## src/rtl/soft_adder_pipe_if.sv

```systemverilog
// Operation/result bundle for soft_adder_pipe.
// The master side issues operations; the slave side (the adder) returns results.
interface soft_adder_pipe_if #(
  parameter int WIDTH = 16
);
  logic             in_valid;
  logic [1:0]       op;
  logic [WIDTH-1:0] a;
  logic [WIDTH-1:0] b;
  logic             cin;
  logic             out_valid;
  logic [WIDTH-1:0] sum;
  logic             cout;
  logic             ovf;

  modport master (
    output in_valid, op, a, b, cin,
    input  out_valid, sum, cout, ovf
  );

  modport slave (
    input  in_valid, op, a, b, cin,
    output out_valid, sum, cout, ovf
  );
endinterface

```

## src/rtl/soft_adder_pipe.sv

```systemverilog
// Carry-pipelined soft adder/accumulator.
// WIDTH is cut into NSEG segments of SEG bits. Segment k sees item i in cycle
// i+k, together with the carry segment k-1 registered for that item one cycle
// earlier. Operands are skewed on the way in and results deskewed on the way
// out, so a whole result leaves the output register NSEG cycles after issue.

// One SEG-bit slice: operand skew, slice add, carry register, accumulator
// slice and result deskew.
module soft_adder_seg #(
  parameter int SEG  = 4,
  parameter int K    = 0,   // segment index = input skew depth
  parameter int NSEG = 1
) (
  input  logic           clk,
  input  logic           reset,
  input  logic           vld,       // already delayed by K
  input  logic [1:0]     op,        // already delayed by K
  input  logic [SEG-1:0] a_in,      // undelayed operand slices
  input  logic [SEG-1:0] b_in,
  input  logic           carry_in,  // resolved carry for this slot
  output logic           carry_q,
  output logic [SEG-1:0] res_al,    // slice result, aligned to stage NSEG-1
  output logic           cout,      // raw carry out of this slice
  output logic           msb_cin    // carry into the slice MSB
);
  localparam int DSK = NSEG - 1 - K;
  localparam logic [1:0] OP_SUB  = 2'b01;
  localparam logic [1:0] OP_ACC  = 2'b10;
  localparam logic [1:0] OP_LOAD = 2'b11;

  logic [SEG-1:0] a_k, b_k;

  if (K > 0) begin : g_skew
    logic [K-1:0][SEG-1:0] a_skew_q, a_skew_d, b_skew_q, b_skew_d;

    // shift operand slices K cycles so they meet this segment's carry
    always_comb begin
      a_skew_d[0] = a_in;
      b_skew_d[0] = b_in;
      for (int j = 1; j < K; j++) begin
        a_skew_d[j] = a_skew_q[j-1];
        b_skew_d[j] = b_skew_q[j-1];
      end
    end

    // skew registers
    always_ff @(posedge clk) begin
      if (reset) begin
        a_skew_q <= '0;
        b_skew_q <= '0;
      end else begin
        a_skew_q <= a_skew_d;
        b_skew_q <= b_skew_d;
      end
    end

    assign a_k = a_skew_q[K-1];
    assign b_k = b_skew_q[K-1];
  end else begin : g_noskew
    assign a_k = a_in;
    assign b_k = b_in;
  end

  logic [SEG-1:0] acc_q, acc_d;
  logic [SEG-1:0] x, y, res;
  logic [SEG:0]   tot;
  logic           carry_d;

  // slice add; acc reads the old accumulator slice, load passes a through
  always_comb begin
    x = a_k;
    y = b_k;
    case (op)
      OP_SUB:  y = ~b_k;
      OP_ACC:  begin x = acc_q; y = a_k; end
      OP_LOAD: y = '0;
      default: ;
    endcase
    tot     = {1'b0, x} + {1'b0, y} + {{SEG{1'b0}}, carry_in};
    res     = (op == OP_LOAD) ? a_k : tot[SEG-1:0];
    cout    = tot[SEG];
    msb_cin = tot[SEG-1] ^ x[SEG-1] ^ y[SEG-1];
    // bubbles and loads must not leak a carry into the next slot
    carry_d = vld && (op != OP_LOAD) && tot[SEG];
    acc_d   = acc_q;
    if (vld && (op == OP_ACC || op == OP_LOAD)) acc_d = res;
  end

  // carry and accumulator slice registers
  always_ff @(posedge clk) begin
    if (reset) begin
      carry_q <= 1'b0;
      acc_q   <= '0;
    end else begin
      carry_q <= carry_d;
      acc_q   <= acc_d;
    end
  end

  if (DSK > 0) begin : g_dskw
    logic [DSK-1:0][SEG-1:0] dsk_q, dsk_d;

    // hold the slice result until the upper segments have caught up
    always_comb begin
      dsk_d[0] = res;
      for (int j = 1; j < DSK; j++) dsk_d[j] = dsk_q[j-1];
    end

    // deskew registers
    always_ff @(posedge clk) begin
      if (reset) dsk_q <= '0;
      else       dsk_q <= dsk_d;
    end

    assign res_al = dsk_q[DSK-1];
  end else begin : g_nodskw
    assign res_al = res;
  end
endmodule

module soft_adder_pipe #(
  parameter int WIDTH = 16,
  parameter int SEG   = 4
) (
  input  logic              clk,
  input  logic              reset,
  soft_adder_pipe_if.slave  bus
);
  localparam int NSEG = WIDTH / SEG;
  localparam logic [1:0] OP_SUB  = 2'b01;
  localparam logic [1:0] OP_LOAD = 2'b11;

  if (WIDTH < 1 || SEG < 1 || (WIDTH % SEG) != 0) begin : g_bad_cfg
    $error("soft_adder_pipe: WIDTH must be a positive multiple of SEG");
  end

  // control as seen by each segment: index k = delayed k cycles
  logic [NSEG-1:0]      vld_s;
  logic [NSEG-1:0][1:0] op_s;

  assign vld_s[0] = bus.in_valid;
  assign op_s[0]  = bus.op;

  if (NSEG > 1) begin : g_ctl_skew
    logic [NSEG-2:0]      vld_pipe_q, vld_pipe_d;
    logic [NSEG-2:0][1:0] op_pipe_q, op_pipe_d;

    // valid/op shift register shared by all segments
    always_comb begin
      vld_pipe_d[0] = bus.in_valid;
      op_pipe_d[0]  = bus.op;
      for (int j = 1; j < NSEG - 1; j++) begin
        vld_pipe_d[j] = vld_pipe_q[j-1];
        op_pipe_d[j]  = op_pipe_q[j-1];
      end
    end

    // control pipeline registers
    always_ff @(posedge clk) begin
      if (reset) begin
        vld_pipe_q <= '0;
        op_pipe_q  <= '0;
      end else begin
        vld_pipe_q <= vld_pipe_d;
        op_pipe_q  <= op_pipe_d;
      end
    end

    for (genvar k = 1; k < NSEG; k++) begin : g_tap
      assign vld_s[k] = vld_pipe_q[k-1];
      assign op_s[k]  = op_pipe_q[k-1];
    end
  end

  // carry into segment 0: forced for sub/load, cin otherwise
  logic cin0;
  always_comb begin
    case (bus.op)
      OP_SUB:  cin0 = 1'b1;
      OP_LOAD: cin0 = 1'b0;
      default: cin0 = bus.cin;
    endcase
  end

  logic [NSEG-1:0]          seg_carry_q;
  logic [NSEG-1:0]          seg_cout;
  logic [NSEG-1:0]          seg_msb;
  logic [NSEG-1:0][SEG-1:0] seg_res;

  for (genvar k = 0; k < NSEG; k++) begin : g_seg
    logic cin_k;
    if (k == 0) begin : g_c0
      assign cin_k = cin0;
    end else begin : g_cn
      assign cin_k = seg_carry_q[k-1];
    end

    soft_adder_seg #(.SEG(SEG), .K(k), .NSEG(NSEG)) u_seg (
      .clk      (clk),
      .reset    (reset),
      .vld      (vld_s[k]),
      .op       (op_s[k]),
      .a_in     (bus.a[k*SEG +: SEG]),
      .b_in     (bus.b[k*SEG +: SEG]),
      .carry_in (cin_k),
      .carry_q  (seg_carry_q[k]),
      .res_al   (seg_res[k]),
      .cout     (seg_cout[k]),
      .msb_cin  (seg_msb[k])
    );
  end

  // only the top segment's flags reach the output and nothing consumes its
  // carry register; sink the rest here
  logic unused_seg_bits;
  assign unused_seg_bits = ^{seg_carry_q, seg_cout, seg_msb};

  logic             out_valid_q, out_valid_d;
  logic [WIDTH-1:0] sum_q, sum_d;
  logic             cout_q, cout_d;
  logic             ovf_q, ovf_d;
  logic [WIDTH-1:0] res_cat;

  assign res_cat = seg_res;

  // assemble the aligned slices; flags hold while no result is present
  always_comb begin
    out_valid_d = vld_s[NSEG-1];
    sum_d       = sum_q;
    cout_d      = cout_q;
    ovf_d       = ovf_q;
    if (vld_s[NSEG-1]) begin
      sum_d = res_cat;
      if (op_s[NSEG-1] == OP_LOAD) begin
        cout_d = 1'b0;
        ovf_d  = 1'b0;
      end else begin
        cout_d = seg_cout[NSEG-1];
        ovf_d  = seg_cout[NSEG-1] ^ seg_msb[NSEG-1];
      end
    end
  end

  // output registers
  always_ff @(posedge clk) begin
    if (reset) begin
      out_valid_q <= 1'b0;
      sum_q       <= '0;
      cout_q      <= 1'b0;
      ovf_q       <= 1'b0;
    end else begin
      out_valid_q <= out_valid_d;
      sum_q       <= sum_d;
      cout_q      <= cout_d;
      ovf_q       <= ovf_d;
    end
  end

  assign bus.out_valid = out_valid_q;
  assign bus.sum       = sum_q;
  assign bus.cout      = cout_q;
  assign bus.ovf       = ovf_q;
endmodule

```

## src/flat_wrapper.sv

```systemverilog
// flat-port wrapper written by rule: the top's interface ports become plain ports
module soft_adder_pipe_flat 
#(
  parameter int WIDTH = 16,
  parameter int SEG   = 4
)
  (clk, reset, bus_in_valid, bus_op, bus_a, bus_b, bus_cin, bus_out_valid, bus_sum, bus_cout, bus_ovf);
  soft_adder_pipe_if #(.WIDTH(WIDTH)) bus_i ();
  input  logic clk;
  input  logic reset;
  input wire logic [$bits(bus_i.in_valid)-1:0] bus_in_valid;
  input wire logic [$bits(bus_i.op)-1:0] bus_op;
  input wire logic [$bits(bus_i.a)-1:0] bus_a;
  input wire logic [$bits(bus_i.b)-1:0] bus_b;
  input wire logic [$bits(bus_i.cin)-1:0] bus_cin;
  output wire logic [$bits(bus_i.out_valid)-1:0] bus_out_valid;
  output wire logic [$bits(bus_i.sum)-1:0] bus_sum;
  output wire logic [$bits(bus_i.cout)-1:0] bus_cout;
  output wire logic [$bits(bus_i.ovf)-1:0] bus_ovf;
  assign bus_i.in_valid = bus_in_valid;
  assign bus_i.op = bus_op;
  assign bus_i.a = bus_a;
  assign bus_i.b = bus_b;
  assign bus_i.cin = bus_cin;
  assign bus_out_valid = bus_i.out_valid;
  assign bus_sum = bus_i.sum;
  assign bus_cout = bus_i.cout;
  assign bus_ovf = bus_i.ovf;
  soft_adder_pipe #(.WIDTH(WIDTH), .SEG(SEG)) u_core (.clk(clk), .reset(reset), .bus(bus_i));
endmodule
```

## config.mk

```make
export PLATFORM = sky130hd
export DESIGN_NAME = soft_adder_pipe_flat
export DESIGN_NICKNAME = d
export VERILOG_FILES = /design/src/rtl/soft_adder_pipe_if.sv /design/src/rtl/soft_adder_pipe.sv /design/src/flat_wrapper.sv
export SDC_FILE = /design/constraint.sdc
export NUM_CORES = 1
export LEC_CHECK = 0
export ABC_AREA = 0
export BUFFER_PORTS_ARGS = -buffer_cell sky130_fd_sc_hd__clkbuf_2
export CORE_UTILIZATION = 55
export CTS_BUF_LIST = sky130_fd_sc_hd__clkbuf_16
export DETAILED_ROUTE_END_ITERATION = 10
export PLACE_DENSITY = 0.8
export SYNTH_ARGS = -nofsm -noshare
export SYNTH_HDL_FRONTEND = slang
export SYNTH_SLANG_ARGS = --single-unit
```

## constraint.sdc

```tcl
create_clock -name clk -period 4.7 [get_ports clk]
set_input_delay 1.41 -clock clk [delete_from_list [all_inputs] [get_ports clk]]
set_output_delay 1.41 -clock clk [all_outputs]
set_load 0.005 [all_outputs]
```

==> metrics.yaml, run 1 <==
grt-ovfl-total: 0
drtIter0Drc: 128
crit_type: "in -> reg"
drtAntennaViolNets: 0
multiInputGateArea_um2: 2190
die_x_um: 95.2
post_cts_buffers: 0
grt_pass1_wl_mm: 13.8
design_area_um2: 5620
yosys.area.top_type: "dfxtp_1"
cts_tree: "done"
final.setup.tns_ns: 0
dr_total_vias: 3275
cts_root_buffer: "clkbuf_16"
instances_no_fill: 659
cts_buffer_depth: 2
place_hpwl_mm: 5.40
ys_types: 35
dpl.cell_count: 627
die_h_um: 95.2
syn_area_per_cell_um2: 9.72
grt_pass1_vias: 3179
flow.area_growth_from_synthesis_pct: 17.4
final_layout_size_suffix_gt1_share_pct: 17.1
layout_setup_ws_ns: 1.37
grt_antenna_before_repair: 0
design.core.area_um2: 8300
synthTopCellsByArea: "dfxtp_1 (50%), nor2b_1 (11%), mux2i_1 (4.8%)"
seq_area_frac_synth_pct: 49.8
cts_made_buffers: 17
worst_clock_skew_ns: 0.00664
async_flop_share_pct: 0
cts_resized: 0
track_usage_pct: 20.2
first_pass_iters: 4
synthesis.instances: 492
seq_area_um2: 2380
drv_slew: 0
period_share_pct: 70.9
reg2reg_slack_ns: 1.69
post-place-ws_ns: 0.970
drc: 0
clkTransAtPathRegs_ns: 0.06
synth_top_area_share_pct: 49.8
yosys_warnings: 0
die-area_um2: 9070
maxCapViolCount: 0
hold_buffers: 0
setup_viol: 0
place_area_um2: 5060
critPathRequiredTime_ns: 5.01
fin_nets: 599
tightest_slew_ns: 1.09
cts_max_level: 4
io_pins: 57
start_util_pct: 57.6
cp_max_fo: 8
grt_max_degree: 117
n_antenna_cell: 0
syn-num-nets: 550
ir_drop_mv: 0.305
p_per_area_nw_per_um2: 437
ys_ff_latch: 119
synth_top_flop_cell: "dfxtp_1"
place_congestion: 0.919
max-slew-margin-rel_pct: 27.6
port_buffers: 56
wl_per_cell_um: 12.2
min_period_ns: 3.33
clkLatencyLatePin_ns: 0.41
fmax_mhz: 300
p_leak_nw: 2.36
start_kind: "input port"
synth.cell_area_um2: 4780
status: "finished clean"
cts_sinks: 119
viasPerCell: 4.97
fillCellCount: 630
num_rows: 33
wl_mm: 8.06
synth_edf_count: 0
critical_path_arrival_ns: 3.64
grt_setup_unrepaired: "no"
hold_violations: 0
cp-end-kind: "flop"
whs_ns: 0.433
hold_path_class: "reg -> reg"
## path summary, 6_finish.rpt
| kind | to | startpoint | cells past startpoint |
|---|---|---|---|
| min | u_core.g_seg[3].u_seg.g_skew.a_skew_d[9]$_SDFF_PP0_ | u_core.g_seg[3].u_seg.g_skew.a_skew_d[5]$_SDFF_PP0_ | 1 |
| max reg2reg | u_core.bus.ovf$_SDFFE_PP0P_ | u_core.g_ctl_skew.op_pipe_q[5]$_SDFF_PP0_ | 10 |
| max | u_core.g_seg[0].u_seg.acc_q[2]$_SDFFE_PP0P_ | bus_op[1] | 10 |
| min reg2reg | u_core.g_seg[3].u_seg.g_skew.a_skew_d[9]$_SDFF_PP0_ | u_core.g_seg[3].u_seg.g_skew.a_skew_d[5]$_SDFF_PP0_ | 1 |
## critical path: stages
cell      delay, ns
clkbuf_2       0.14
inv_1          0.09
nor2_1         0.30
a22oi_1        0.17
fa_1           0.47
fa_1           0.40
nor2b_1        0.14
o21ai_0        0.14
o21ai_0        0.12
a211oi_1       0.26
## placed cells by master (no fill, tap or decap), types with 2 or more instances in the layout
cell,netlist,layout
dfxtp_1,119,119
nor2b_1,82,82
clkbuf_2,0,55
nor2_1,48,48
nand2_1,44,44
o21ai_0,31,31
mux2i_1,23,23
inv_1,17,18
clkbuf_16,0,17
xnor2_1,16,16
a211oi_1,13,13
ha_1,12,12
a21oi_1,11,11
nand3_1,8,8
fa_1,8,8
clkinvlp_4,0,8
a311oi_1,5,5
o21a_1,4,4
or3_1,4,4
nand2b_1,3,3
and2_1,3,3
clkinv_4,0,3
mux2_2,2,2
xnor3_1,2,2
buf_4,1,2
## flip-flops by register name, indices dropped and copies added (netlist names)
name                                flops
u_core.bus.sum                         16
u_core.g_seg.u_seg.g_skew.b_skew_d     12
u_core.g_seg.u_seg.a_k                 12
u_core.g_seg.u_seg.b_k                 12
u_core.g_ctl_skew.vld_pipe_q            3
u_core.bus.out_valid                    1
u_core.g_seg.u_seg.g_skew.a_skew_d     12
u_core.g_seg.u_seg.carry_q              3
u_core.bus.cout                         1
u_core.g_seg.u_seg.res_al              12
u_core.g_ctl_skew.op_pipe_q             2
u_core.g_seg.u_seg.acc_q               16
u_core.bus.ovf                          1
u_core.g_ctl_skew.op_pipe_d             4
u_core.g_seg.u_seg.g_dskw.dsk_d        12
## stage by stage
| stage | util, % | power [mW] |
|---|---|---|
| detailed placement | 60.9 | 1.29 |
| global placement | 60.9 | 1.28 |
| floorplan | - | 1.24 |
| CTS | 67.7 | 2.48 |
| global route | 67.7 | 2.56 |
| finish | 67.7 | 2.46 |
## layout make-up
type,count,share of cell area [%]
flip-flops and latches,119,42.4
multi-input cells,329,39.0
clock buffers,17,7.58
repair buffers,57,5.17
clock inverters,15,2.38
well taps,105,2.34
inverters,17,1.14
## cell families after synthesis
kind of cell / after synthesis / synth area share [%]
compound gates: 69 / 8.95
xor+xnor: 19 / 4.06
fa+ha+maj: 20 / 6.49
buf+inv: 44 / 4.42
flops: 119 / 49.8
mux: 26 / 5.60
simple gates: 195 / 20.7
## cells in the mapped netlist, types with 2 or more instances
| cell type | instances |
|---|---|
| nand3_1 | 8 |
| dfxtp_1 | 119 |
| a211oi_1 | 13 |
| xnor3_1 | 2 |
| inv_1 | 17 |
| o21a_1 | 4 |
| clkbuf_8 | 2 |
| ha_1 | 12 |
| and2_1 | 3 |
| o21ai_0 | 31 |
| buf_6 | 3 |
| nor2_1 | 48 |
| nand2b_1 | 3 |
| nand2_1 | 44 |
| mux2i_1 | 23 |
| or3_1 | 4 |
| xnor2_1 | 16 |
| nor2b_1 | 82 |
| a311oi_1 | 5 |
| a21oi_1 | 11 |
| mux2_2 | 2 |
| clkbuf_1 | 20 |
| fa_1 | 8 |
## routing by layer
metal	GRT usage (%)	wire (um)
met4	10.9	137
met2	34.8	4020
met3	5.66	253
met5	0	0
met1	22.3	3650
## power by group
group / total, mW / switching (mW) / internal (mW) / leakage [nW]
logic: 0.189 / 0.0985 / 0.0906 / 1.13
registers: 1.08 / 0.0220 / 1.06 / 0.976
clock network: 1.19 / 0.462 / 0.725 / 0.251
total: 2.46 / 0.583 / 1.87 / 2.36
Note: power is estimated with default switching activity, not from simulation.
==> run 2: changes to the inputs <==
==> constraint.sdc (replaced) <==
create_clock -name clk -period 3.4 [get_ports clk]
set_input_delay 1.02 -clock clk [delete_from_list [all_inputs] [get_ports clk]]
set_output_delay 1.02 -clock clk [all_outputs]
set_load 0.005 [all_outputs]
==> metrics.yaml, run 2 (synthesis results as in run 1) <==
critPathMaxStageDelay_ns: 0.48
critical_path_arrival_ns: 3.18
drc: 0
hold_buffers: 0
num_rows: 33
period_share_pct: 84.1
post-place-ws_ns: 0.104
layout_setup_ws_ns: 0.539
clkLatencyLatePin_ns: 0.41
cp_num_cells: 9
maxCapViolCount: 0
layout_commonest_cell: "dfxtp_1"
drtAntennaViolNets: 0
cts_sinks: 119
layout_common_cells: "dfxtp_1 (119), nor2b_1 (82), clkbuf_2 (55)"
clkTransAtPathRegs_ns: 0.05
status: "finished clean"
cts_root_buffer: "clkbuf_16"
max-slew-margin-rel_pct: 40.1
cts_buffer_depth: 2
cts_max_level: 4
place_congestion: 0.882
drtIter0Drc: 91
cts_resized: 0
p_leak_nw: 2.40
setup_viol: 0
r2r_end: "u_core.bus.ovf$_SDFFE_PP0P_"
cts_made_buffers: 17
hold_violations: 0
design.core.area_um2: 8300
fin_nets: 601
grt_antenna_before_repair: 0
viasPerCell: 5.07
flow.area_growth_from_synthesis_pct: 18.2
track_usage_pct: 20.8
critPathRequiredTime_ns: 3.72
n_antenna_cell: 0
die_x_um: 95.2
crit_chain: "clkbuf_2 > nand2b_1 > mux2i_1 > fa_1 > fa_1 > nor2b_1 > o21ai_0 > o21ai_0 > a211oi_1"
grt_pass1_wl_mm: 14.3
die_h_um: 95.2
crit_type: "in -> reg"
critPathBufInv: 1
wl_per_cell_um: 12.6
fillCellCount: 621
grt_max_degree: 65
cp-end-kind: "flop"
p_per_area_nw_per_um2: 613
final_layout_size_suffix_gt1_share_pct: 16.4
grt-ovfl-total: 0
seq_area_um2: 2380
first_pass_iters: 4
port_buffers: 56
final.setup.tns_ns: 0
reg2reg_slack_ns: 0.58
r2r_start: "u_core.g_ctl_skew.op_pipe_q[5]$_SDFF_PP0_"
tightest_slew_ns: 0.897
fmax_mhz: 350
cts_tree: "done"
place_hpwl_mm: 5.39
wl_mm: 8.30
worstRegToRegCells: 10
grt_pass1_vias: 3316
cp_top_family: "adder cells"
multiInputGateArea_um2: 2190
die-area_um2: 9070
start_kind: "input port"
hold_path_class: "reg -> reg"
cp_max_fo: 10
drv_slew: 0
post_cts_buffers: 0
worst_clock_skew_ns: 0.00482
min_period_ns: 2.86
start_util_pct: 57.6
grt_setup_unrepaired: "no"
startpoint: "bus_op[0]"
endpoint: "u_core.g_seg[0].u_seg.acc_q[2]$_SDFFE_PP0P_"
dr_total_vias: 3344
io_pins: 57
ir_drop_mv: 0.328
crit_slowest_cell: "fa_1"
-- run 2: cell count changes in the layout (fill, tap and decap cells not counted), moves of 2 or more --
cell | previous run | this run
bufinv_16 | 1 | 3
clkinv_2 | 1 | 3
clkinvlp_4 | 8 | 2
clkinv_4 | 3 | 0
clkinv_1 | 0 | 4
-- run 2: worst min path at each step --
| stage | startpoint | cells after the start | end | slack [ns] |
|---|---|---|---|---|
| after detailed placement | u_core.g_seg[3].u_seg.g_skew.a_skew_d[5]$_SDFF_PP0_ | 1 | u_core.g_seg[3].u_seg.g_skew.a_skew_d[9]$_SDFF_PP0_ | 0.42 |
| final | u_core.g_seg[3].u_seg.g_skew.a_skew_d[5]$_SDFF_PP0_ | 1 | u_core.g_seg[3].u_seg.g_skew.a_skew_d[9]$_SDFF_PP0_ | 0.43 |
| after global routing | u_core.g_seg[3].u_seg.g_skew.a_skew_d[5]$_SDFF_PP0_ | 1 | u_core.g_seg[3].u_seg.g_skew.a_skew_d[9]$_SDFF_PP0_ | 0.45 |
| after CTS | u_core.g_seg[3].u_seg.g_skew.a_skew_d[5]$_SDFF_PP0_ | 1 | u_core.g_seg[3].u_seg.g_skew.a_skew_d[9]$_SDFF_PP0_ | 0.43 |
| after floorplan | u_core.g_seg[0].u_seg.g_dskw.dsk_d[6]$_SDFF_PP0_ | 1 | u_core.g_seg[0].u_seg.g_dskw.dsk_d[10]$_SDFF_PP0_ | 0.41 |
| after global placement | u_core.g_seg[1].u_seg.g_dskw.dsk_d[7]$_SDFF_PP0_ | 1 | u_core.g_seg[1].u_seg.res_al[3]$_SDFF_PP0_ | 0.42 |
-- run 2: layer usage --
layer	wire, um	up-vias	GRT usage [%]
met4	170	0	9.60
met2	4090	60	34.8
met5	0	-	0
li1	-	1702	-
met1	3750	1565	24.1
met3	285	17	6.78
-- run 2: where the power goes --
part           total (mW)  internal, mW  switching, mW  leakage, nW
clock                1.70          1.12          0.577        0.281
combinational       0.266         0.128          0.139         1.15
sequential           1.50          1.47         0.0316        0.976
-- run 2: stage by stage --
stage / utilization (%) / cell area, um2 / std cells / hold WS [ns] / power [mW]
after global placement: 61.3 / 5080 / 629 / 0.417 / 1.77
after global routing: 68.1 / 5650 / 660 / 0.452 / 3.61
after CTS: 68.1 / 5650 / 660 / 0.431 / 3.49
after floorplan: - / 4780 / 492 / 0.414 / 1.72
after detailed placement: 61.3 / 5080 / 629 / 0.422 / 1.79
final: 68.1 / 5650 / 660 / 0.430 / 3.46
-- run 2: worst reg2reg max path: stages, from the launching register on --
cell and delay [ns]:
dfxtp_1 0.44, nor2b_4 0.32, mux2i_1 0.27, fa_1 0.22, inv_1 0.06, fa_1 0.40
a21o_1 0.20, a21oi_1 0.22, xnor3_1 0.26, xnor3_1 0.24, o32ai_2 0.07
-- run 2: final cells by class --
| type | count | share of cell area, % |
|---|---|---|
| clock buffers | 17 | 7.53 |
| clock inverters | 14 | 2.52 |
| inverters | 17 | 1.13 |
| multi-input cells | 329 | 38.7 |
| flip-flops and latches | 119 | 42.2 |
| well taps | 105 | 2.32 |
| repair buffers | 59 | 5.62 |
==> run 3: changes to the inputs <==
--- a/config.mk
+++ b/config.mk
@@ -5,7 +5,7 @@
 export SDC_FILE = /design/constraint.sdc
 export NUM_CORES = 1
 export LEC_CHECK = 0
-export ABC_AREA = 0
+export ABC_AREA = 1
 export BUFFER_PORTS_ARGS = -buffer_cell sky130_fd_sc_hd__clkbuf_2
 export CORE_UTILIZATION = 55
 export CTS_BUF_LIST = sky130_fd_sc_hd__clkbuf_16
==> constraint.sdc (replaced) <==
create_clock -name clk -period 2.9 [get_ports clk]
set_input_delay 0.87 -clock clk [delete_from_list [all_inputs] [get_ports clk]]
set_output_delay 0.87 -clock clk [all_outputs]
set_load 0.005 [all_outputs]
==> metrics.yaml, run 3 <==
p_leak_nw: 3.00
cts_made_buffers: 17
layout_setup_ws_ns: 0.415
synthesis.instances: 671
synth_top_flop_cell: "dfxtp_1"
critPathBufInv: 3
grt_max_degree: 66
critPathRequiredTime_ns: 3.19
synth_edf_count: 0
post_cts_buffers: 0
synth.most_common_cell: "inv_1"
tightest_slew_ns: 0.671
hold_buffers: 0
cp_top_family: "adder cells"
critical_path_arrival_ns: 2.78
wl_mm: 9.20
die-area_um2: 9430
viasPerCell: 4.73
synth_top_area_share_pct: 47.9
layout_commonest_cell: "inv_1"
synth.cell_area_um2: 4980
io_pins: 57
period_share_pct: 85.7
flow.area_growth_from_synthesis_pct: 19.0
async_flop_share_pct: 0
crit_top_cell: "inv_1"
drv_slew: 0
yosys.area.top_type: "dfxtp_1"
worst_clock_skew_ns: 0.00533
final.setup.tns_ns: 0
place_hpwl_mm: 6.35
cts_resized: 0
multiInputGateArea_um2: 1960
synthTopCellsByArea: "dfxtp_1 (48%), inv_1 (10%), nor2_1 (9.5%)"
dr_total_vias: 4025
fin_nets: 789
drc: 0
fmax_mhz: 402
start_kind: "flop"
seq_area_frac_synth_pct: 47.9
min_period_ns: 2.49
syn_area_per_cell_um2: 7.42
die_h_um: 97.1
p_per_area_nw_per_um2: 699
cp_max_fo: 11
clkLatencyLatePin_ns: 0.40
track_usage_pct: 21.2
final_layout_size_suffix_gt1_share_pct: 13.2
start_util_pct: 57.1
post-place-ws_ns: 0.0237
setup_viol: 0
cts_tree: "done"
drtAntennaViolNets: 0
grt_pass1_wl_mm: 16.2
ys_types: 26
syn-num-nets: 729
port_buffers: 56
design_area_um2: 5920
cts_max_level: 4
grt_pass1_vias: 3872
place_area_um2: 5350
cts_buffer_depth: 2
crit_chain: "nor2_1 > inv_1 > o221ai_1 > fa_1 > inv_1 > fa_1 > mux2_2 > o21ai_0 > inv_1"
grt_antenna_before_repair: 0
crit_slowest_cell: "dfxtp_1"
seq_area_um2: 2380
grt-ovfl-total: 0
ys_ff_latch: 119
yosys_warnings: 0
cts_sinks: 119
first_pass_iters: 5
n_antenna_cell: 0
hold_path_class: "reg -> reg"
status: "finished clean"
critPathMaxStageDelay_ns: 0.64
num_rows: 34
synth_commonest_cells: "inv_1 (139), nor2_1 (126), dfxtp_1 (119)"
cts_root_buffer: "clkbuf_16"
crit_type: "reg -> reg"
cp-end-kind: "flop"
maxCapViolCount: 0
max-slew-margin-rel_pct: 55.3
ir_drop_mv: 0.356
design.core.area_um2: 8720
drtIter0Drc: 146
layout_common_cells: "inv_1 (143), nor2_1 (126), dfxtp_1 (119)"
place_congestion: 0.872
die_x_um: 97.1
clkTransAtPathRegs_ns: 0.05
grt_setup_unrepaired: "no"
hold_violations: 0
fillCellCount: 684
wl_per_cell_um: 10.8
[run 3: cell types whose count changed in the layout (fill, tap and decap cells not counted), moves of 5 or more]
cell,delta
nor2_1,+78
nor2b_1,-82
xnor2_1,-12
inv_1,+124
nand2_1,+57
a211oi_1,-13
nand3_1,+8
o21ai_0,+27
mux2i_1,-23
a311oi_1,-5
a21oi_1,+28
[run 3: power by group]
| part | switching (mW) | internal [mW] |
|---|---|---|
| logic | 0.225 | 0.159 |
| clock network | 0.679 | 1.32 |
| registers | 0.0361 | 1.72 |
[run 3: routing by layer]
layer | wire [um] | track usage, % | vias up
li1 | - | - | 2158
met1 | 4320 | 25.0 | 1774
met2 | 4490 | 36.2 | 83
met3 | 322 | 5.11 | 10
met4 | 66 | 10.3 | 0
met5 | 0 | 0 | -
[run 3: tightest hold or removal path, delay by kind of cell (launching register included)]
| family | cells | cell delay [ns] |
|---|---|---|
| flip-flops | 1 | 0.29 |
| buffers and inverters | 1 | 0.04 |
| AND/OR/NAND/NOR | 1 | 0.03 |
[run 3: cells by family after synthesis]
kind of cell	after synthesis	share of synthesized area (%)
adder cells (fa/ha/maj)	20	6.24
multiplexers	1	0.226
AND/OR/NAND/NOR	255	20.3
AO/OA/AOI/OAI	110	12.0
buffers and inverters	162	12.7
XOR/XNOR	4	0.704
flip-flops	119	47.9
[run 3: area by class of cell]
| cell class | instances | area share, % |
|---|---|---|
| Inverter | 141 | 8.98 |
| Timing Repair Buffer | 62 | 5.75 |
| Multi-Input combinational cell | 390 | 33.1 |
| Tap cell | 108 | 2.28 |
| Clock buffer | 17 | 7.18 |
| Clock inverter | 14 | 2.45 |
| Sequential cell | 119 | 40.2 |
[run 3: path summary, 6_finish.rpt]
check,start,endpoint,slack [ns],cells after the start
min,u_core.g_seg[2].u_seg.g_skew.a_skew_d[6]$_SDFF_PP0_,u_core.g_seg[2].u_seg.a_k[2]$_SDFF_PP0_,0.40,2
min reg2reg,u_core.g_seg[2].u_seg.g_skew.a_skew_d[6]$_SDFF_PP0_,u_core.g_seg[2].u_seg.a_k[2]$_SDFF_PP0_,0.40,2
max,u_core.g_ctl_skew.op_pipe_q[5]$_SDFF_PP0_,u_core.g_seg[3].u_seg.acc_q[1]$_SDFFE_PP0P_,0.41,9
max reg2reg,u_core.g_ctl_skew.op_pipe_q[5]$_SDFF_PP0_,u_core.g_seg[3].u_seg.acc_q[1]$_SDFFE_PP0P_,0.41,9
[run 3: stage by stage]
stage	std cells	hold WS [ns]	util, %	total power, mW
finish	851	0.399	67.9	4.14
global route	851	0.414	67.9	4.32
CTS	851	0.401	67.9	4.18
detailed placement	820	0.392	61.4	2.17
global placement	820	0.389	61.4	2.16
floorplan	671	0.388	-	2.07
